### src/rtl/pipeline_hazard_ctrl.sv
`default_nettype none
// ============================================================================
// pipeline_hazard_ctrl : 5-stage MIPS hazard sequencer (load-use, branch, MDU)
// Optional perf counters under HAZARD_PERF_EN.   Rev 1.0
// ============================================================================
module pipeline_hazard_ctrl #(
    parameter int MDU_LAT = 4,
    parameter int CNT_W   = 4,
    parameter int PERF_W  = 32
) (
    input  logic              Clk,
    input  logic              Reset_n,
    input  logic              ID_EX_MemRead,
    input  logic [4:0]        ID_EX_Rt,
    input  logic [4:0]        IF_ID_Rs,
    input  logic [4:0]        IF_ID_Rt,
    input  logic              IF_ID_UsesRt,
    input  logic              Branch_Taken,
    input  logic              Mdu_Start_ID,
    input  logic              Hilo_Use_ID,
    output logic              PCWrite,
    output logic              IF_ID_Write,
    output logic              IF_ID_Flush,
    output logic              ID_EX_Bubble,
    output logic              ID_EX_Flush,
    output logic              EX_MEM_Flush,
    output logic              Mdu_Busy,
    output logic [PERF_W-1:0] Stall_Cycles,
    output logic [PERF_W-1:0] Flush_Count
);

    localparam logic [0:0]       S_RUN      = 1'b0;
    localparam logic [0:0]       S_MDU_BUSY = 1'b1;
    localparam logic [CNT_W-1:0] c_lat      = CNT_W'(MDU_LAT);
    localparam logic [CNT_W-1:0] c_one      = CNT_W'(1);

    logic [0:0]       r_state, w_state_nxt;
    logic [CNT_W-1:0] r_count, w_count_nxt;
    logic             w_lu_haz, w_mdu_haz;

    assign w_lu_haz  = ID_EX_MemRead && (ID_EX_Rt != 5'd0) &&
                       ((ID_EX_Rt == IF_ID_Rs) || (IF_ID_UsesRt && (ID_EX_Rt == IF_ID_Rt)));
    assign w_mdu_haz = (r_state == S_MDU_BUSY) && Hilo_Use_ID;

    always_ff @(posedge Clk or negedge Reset_n) begin
        if (!Reset_n) begin
            r_state <= S_RUN;
            r_count <= '0;
        end else begin
            r_state <= w_state_nxt;
            r_count <= w_count_nxt;
        end
    end

    always_comb begin
        w_state_nxt = r_state;
        w_count_nxt = r_count;
        case (r_state)
            S_RUN: begin
                // The op only occupies the unit once it actually leaves ID.
                if (Mdu_Start_ID && !Branch_Taken && !w_lu_haz) begin
                    w_state_nxt = S_MDU_BUSY;
                    w_count_nxt = c_lat;
                end
            end
            S_MDU_BUSY: begin
                // count==MDU_LAT means the op is still in EX, younger than the branch.
                if ((Branch_Taken && (r_count == c_lat)) || (r_count == c_one)) begin
                    w_state_nxt = S_RUN;
                    w_count_nxt = '0;
                end else begin
                    w_count_nxt = r_count - c_one;
                end
            end
            default: begin
                w_state_nxt = S_RUN;
                w_count_nxt = '0;
            end
        endcase
    end

    always_comb begin
        PCWrite      = 1'b1;
        IF_ID_Write  = 1'b1;
        IF_ID_Flush  = 1'b0;
        ID_EX_Bubble = 1'b0;
        ID_EX_Flush  = 1'b0;
        EX_MEM_Flush = 1'b0;
        Mdu_Busy     = (r_state == S_MDU_BUSY);
        if (Branch_Taken) begin
            IF_ID_Flush  = 1'b1;
            ID_EX_Flush  = 1'b1;
            EX_MEM_Flush = 1'b1;
        end else if (w_mdu_haz || w_lu_haz) begin
            PCWrite      = 1'b0;
            IF_ID_Write  = 1'b0;
            ID_EX_Bubble = 1'b1;
        end
    end

`ifdef HAZARD_PERF_EN
    logic [PERF_W-1:0] r_stall_cnt, r_flush_cnt;

    always_ff @(posedge Clk or negedge Reset_n) begin
        if (!Reset_n) begin
            r_stall_cnt <= '0;
            r_flush_cnt <= '0;
        end else begin
            if (!PCWrite && (r_stall_cnt != {PERF_W{1'b1}}))
                r_stall_cnt <= r_stall_cnt + PERF_W'(1);
            if (Branch_Taken && (r_flush_cnt != {PERF_W{1'b1}}))
                r_flush_cnt <= r_flush_cnt + PERF_W'(1);
        end
    end

    assign Stall_Cycles = r_stall_cnt;
    assign Flush_Count  = r_flush_cnt;
`else
    assign Stall_Cycles = '0;
    assign Flush_Count  = '0;
`endif

endmodule
`default_nettype wire

### config.mk
export PLATFORM = sky130hd
export DESIGN_NAME = pipeline_hazard_ctrl
export DESIGN_NICKNAME = d
export VERILOG_FILES = /design/src/rtl/pipeline_hazard_ctrl.sv
export SDC_FILE = /design/constraint.sdc
export NUM_CORES = 1
export LEC_CHECK = 0
export CORE_AREA = 2 2 43 85
export DETAILED_ROUTE_END_ITERATION = 8
export DIE_AREA = 0 0 45 87
export GPL_TIMING_DRIVEN = 1
export PLACE_DENSITY = 0.79
export SYNTH_ARGS = -nofsm -noshare
export SYNTH_HDL_FRONTEND = slang
export SYNTH_SLANG_ARGS = --single-unit
### constraint.sdc
create_clock -name Clk -period 2 [get_ports Clk]
set_input_delay 0.4 -clock Clk [delete_from_list [all_inputs] [get_ports Clk]]
set_output_delay 0.4 -clock Clk [all_outputs]
set_load 0.005 [all_outputs]
==> results.md <==
CTS:
- The later pin in the worst-skew pair is clocked with a latency of about 220 ps.
- In this run the number of H-tree levels came out at 1.
- The clock passes through at most 2 buffers.
- The register clock-pin slew on the reported worst setup and hold paths is roughly 30 ps.
- Clock tree synthesis selected as its root buffer the cell sky130_fd_sc_hd__clkbuf_8.
- The number of hold-repair buffers added at the cts stage is 0.
- The clock tree from TritonCTS is yes.
- Counting every sink on the clock net gives 5.
- Clock tree synthesis inserted a total of 3 buffers.

Floorplanning:
- The width of the die is 45 microns.
- Pin placement for this block handled 93 I/O pins.
- In this run the vertical extent of the chip is 87 microns.
- The starting density of the core is roughly 29%.
- The floorplan die area is 3915 sq um.
- After floorplanning, the core was divided into 30 placement rows.
- The area of the core is 3303 sq um.

Cells and area:
- The final net count is 185.
- The cell area after layout is 1197 sq um.
- Cells fill 36.25% of the core in the end.
- From synthesis to final layout, the design area changed by 25.92%.
- The number of fillers in the final layout is between 300 and 400.
- The share of post-route cells with drive strength above 1 is a little over a quarter.
- The final cell count without fillers is between 150 and 200.
- The repair_antennas step left the layout with diodes totalling 0.

STA:
- The count of endpoints failing hold in the final timing report is 0.
- In this run the tightest slew margin relative to its limit is 66.56%.
- Hold timing on the final database bottoms out at a slack of roughly 400 ps.
- The period utilization is 99.03%.
- The count of endpoints failing setup in the final report is 0.
- The clock period minus final worst setup slack is just under 2000 ps.
- The final max-slew violation count is 0.
- The worst-margin pin slew is 496.4 ps.
- The worst clock skew is 0.9630 ps.
- Derived from the worst setup path, the maximum achievable clock frequency is just over 500 MHz.

Global route:
- The busiest metal layer after global routing is met2.
- The global routing met2 resource utilization is between 10% and 20%.
- The met3 layer usage reported by global route is approximately 2.3%.
- The first-pass GRT wire length is 2628 microns.
- In the global route stage, overall resource usage came out at 8.941%.
- In the global route stage, met1 resource usage came out at under 10%.
- Summed over all layers, the global routing overflow is 0.
- Entering global routing, the biggest net connects 9 pins.
- The number of global-route vias before repair is 606.
- The initial antenna violation count is 0.

Detailed routing:
- The first-pass iteration count of the detailed router is 4.
- The initial DRC count is 6.
- The number of remaining DRC errors is 0.
- Dividing the detail-routed via count by the number of cells gives around 3.8.
- For this block, the via count after detailed routing is 721.
- After detailed routing, the average wire length per cell comes to approximately 10 microns.
- In this run the remaining antenna-violating nets after routing total 0.
- For this block, the routed nets add up to ~1900 microns of wire.

Logic synthesis:
- After synthesis, the netlist uses 26 different library cells.
- The number of standard cells after synthesis is 118.
- The sequential cell area fraction in the yosys report is between 10% and 20%.
- The Yosys warning count is 0.
- Counting flops and latches in the post-synthesis netlist gives 5.
- Each instance of the synthesized netlist takes up on average 8.059 sq um.
- The post-synth design cell area is 950.9 sq um.

Placed design:
- Input and output buffers added on the ports amount to 28.
- The cell area after placement is 1050 sq um.
- The number of instances in the placed design is 180.
- The HPWL after detailed placement is roughly 1300 microns.
- Routability-driven placement finished with a final weighted congestion of 0.6933.

Power:
- The peak supply drop is 559.1 uV.
- Summed over all cells, the static leakage comes to 0.6392 nW.
- In this run the power density over the cells is 686.9 nW/um^2.

Setup path:
- The class of the most critical setup path is input port to register.
- The cell that appears most often on the critical path is sky130_fd_sc_hd__buf_4.
- STA classifies the critical path startpoint as an input port.
- For flop-to-flop paths, the worst setup slack is roughly 240 ps.
- The cell family contributing the most delay on the critical path is buffers and inverters.
- The biggest cell delay along the critical path is 530 ps.
- STA puts the critical path data arrival time at 2130 ps.
- The required time at the endpoint of the critical path is around 2200 ps.
- The number of cells on the worst reg-to-reg path is 6.
- The highest net fanout along the worst path is 5.
- In this run the critical register-to-register path is launched from r_count[0].
- Traced cell by cell, the critical path runs through buf_6 -> or4_4 -> o21ai_2 -> inv_2 -> buf_4 -> buf_4 -> buf_4 -> buf_4 -> a21oi_4 -> a221o_1.
- The number of buffers and inverters on the critical path is 6.
- For this design, the slowest cell found on the critical path is sky130_fd_sc_hd__or4_4.
- The sort of element at the end of the critical path is a register.
- The terminus of the critical flop-to-flop path is r_count[3].

Hold path:
- The path class of the tightest hold or removal check is input port to asynchronous set/reset pin.

Run:
- The max-capacitance violation count is 0.

Run status:
- The run finished with clean final reports.
[through the flow]
step	setup WS [ps]	power (W)	setup TNS (ps)
floorplan	186.3	0.0005137	0
global placement	-614.7	0.0005554	-2237
detailed placement	-632.7	0.0005730	-2325
CTS	17.35	0.0007785	0
global route	-14.91	0.0008942	-32.13
finish	19.34	0.0008225	0
[cell usage after synthesis (all sizes together)]
master,n,area share (%)
dfrtp,5,13
or3,2,1.3
a21o,1,0.79
inv,5,2.0
or4,1,0.79
a31oi,1,0.66
nand2,6,2.4
nand4,1,0.66
o22ai,2,2.0
o32ai,1,0.92
o311ai,1,0.92
nand2b,1,0.66
nor2b,1,0.66
o21ai,2,1.1
a21oi,2,2.2
nand3,2,1.1
xnor2,10,9.2
a221o,1,1.1
a21bo,1,1.1
buf,68,54
conb,1,0.39
a211oi,1,0.79
ha,2,2.6
[worst max-delay path by stage]
stage                     start     endpoint  slack [ps]  cells after the start
finish              ID_EX_Rt[1]   r_count[2]          20                     10
global route        ID_EX_Rt[1]      PCWrite         -10                      9
CTS                 IF_ID_Rt[0]   r_count[2]          20                     13
detailed placement  ID_EX_Rt[2]  IF_ID_Write        -630                      7
global placement    ID_EX_Rt[2]      PCWrite        -610                      7
floorplan           ID_EX_Rt[1]      PCWrite         190                      6
[placed cells by master, fill, tap and decap left out, types with 2 or more instances in the layout]
master / netlist / layout
sky130_fd_sc_hd__clkdlybuf4s15_1: 0 / 5
sky130_fd_sc_hd__xnor2_1: 10 / 6
sky130_fd_sc_hd__dlygate4sd2_1: 0 / 2
sky130_fd_sc_hd__clkbuf_2: 0 / 4
sky130_fd_sc_hd__buf_6: 0 / 7
sky130_fd_sc_hd__inv_1: 5 / 4
sky130_fd_sc_hd__ha_1: 2 / 2
sky130_fd_sc_hd__clkdlybuf4s50_1: 0 / 10
sky130_fd_sc_hd__nand2_1: 6 / 5
sky130_fd_sc_hd__buf_4: 68 / 11
sky130_fd_sc_hd__dfrtp_1: 5 / 5
sky130_fd_sc_hd__nand3_1: 2 / 2
sky130_fd_sc_hd__or3_1: 2 / 2
sky130_fd_sc_hd__clkbuf_8: 0 / 3
sky130_fd_sc_hd__xnor2_2: 0 / 4
sky130_fd_sc_hd__buf_2: 0 / 4
sky130_fd_sc_hd__o22ai_2: 1 / 2
sky130_fd_sc_hd__conb_1: 1 / 64
[metal layers]
metal | vias up | routed length (microns)
li1 | 332 | -
met1 | 331 | 557
met2 | 58 | 1101
met3 | 0 | 283
met4 | 0 | 0
met5 | - | 0
[power breakdown]
group	leakage (nW)	internal, W	switching (W)
Combinational	0.555	0.000222	0.000202
Sequential	0.0612	0.000151	0.0000670
Clock	0.0228	0.000136	0.0000444
[registers in the layout, summed over array words and instances, names as in the netlist]
signal	flops
Mdu_Busy	1
r_count	4
[what timing repair did]
action                     4_1_cts  5_1_grt
buffers inserted                10        1
pin swaps                       14       16
gates resized for setup         55       16
setup endpoints to repair        3        8
gates cloned                     0        0
[worst register-to-register path, stage by stage, from the launching register on]
cell and delay, ps:
sky130_fd_sc_hd__dfrtp_1 420, sky130_fd_sc_hd__ha_1 230, sky130_fd_sc_hd__nor2b_1 130, sky130_fd_sc_hd__a31oi_1 160, sky130_fd_sc_hd__o21ai_0 200, sky130_fd_sc_hd__or3_1 420
sky130_fd_sc_hd__o311ai_2 90
[cells by family after synthesis]
| logic type | count (synthesis) | share of synthesized area [%] |
|---|---|---|
| xor+xnor | 10 | 9.210 |
| fa+ha+maj | 2 | 2.631 |
| other cells | 1 | 0.3944 |
| buf+inv | 73 | 55.66 |
| simple gates | 14 | 7.501 |
| compound gates | 13 | 11.45 |
| flops | 5 | 13.16 |
[final cells by class]
type / instances / area, sq um / share of cell area, %
sequential: 5 / 125.1 / 10.45
tap: 32 / 40.04 / 3.344
multi-input combinational: 103 / 599.3 / 50.05
timing repair buffer: 43 / 369.1 / 30.83
clock buffer: 4 / 45.04 / 3.762
inverter: 5 / 18.77 / 1.567
Note: power is estimated with default switching activity, not from simulation.
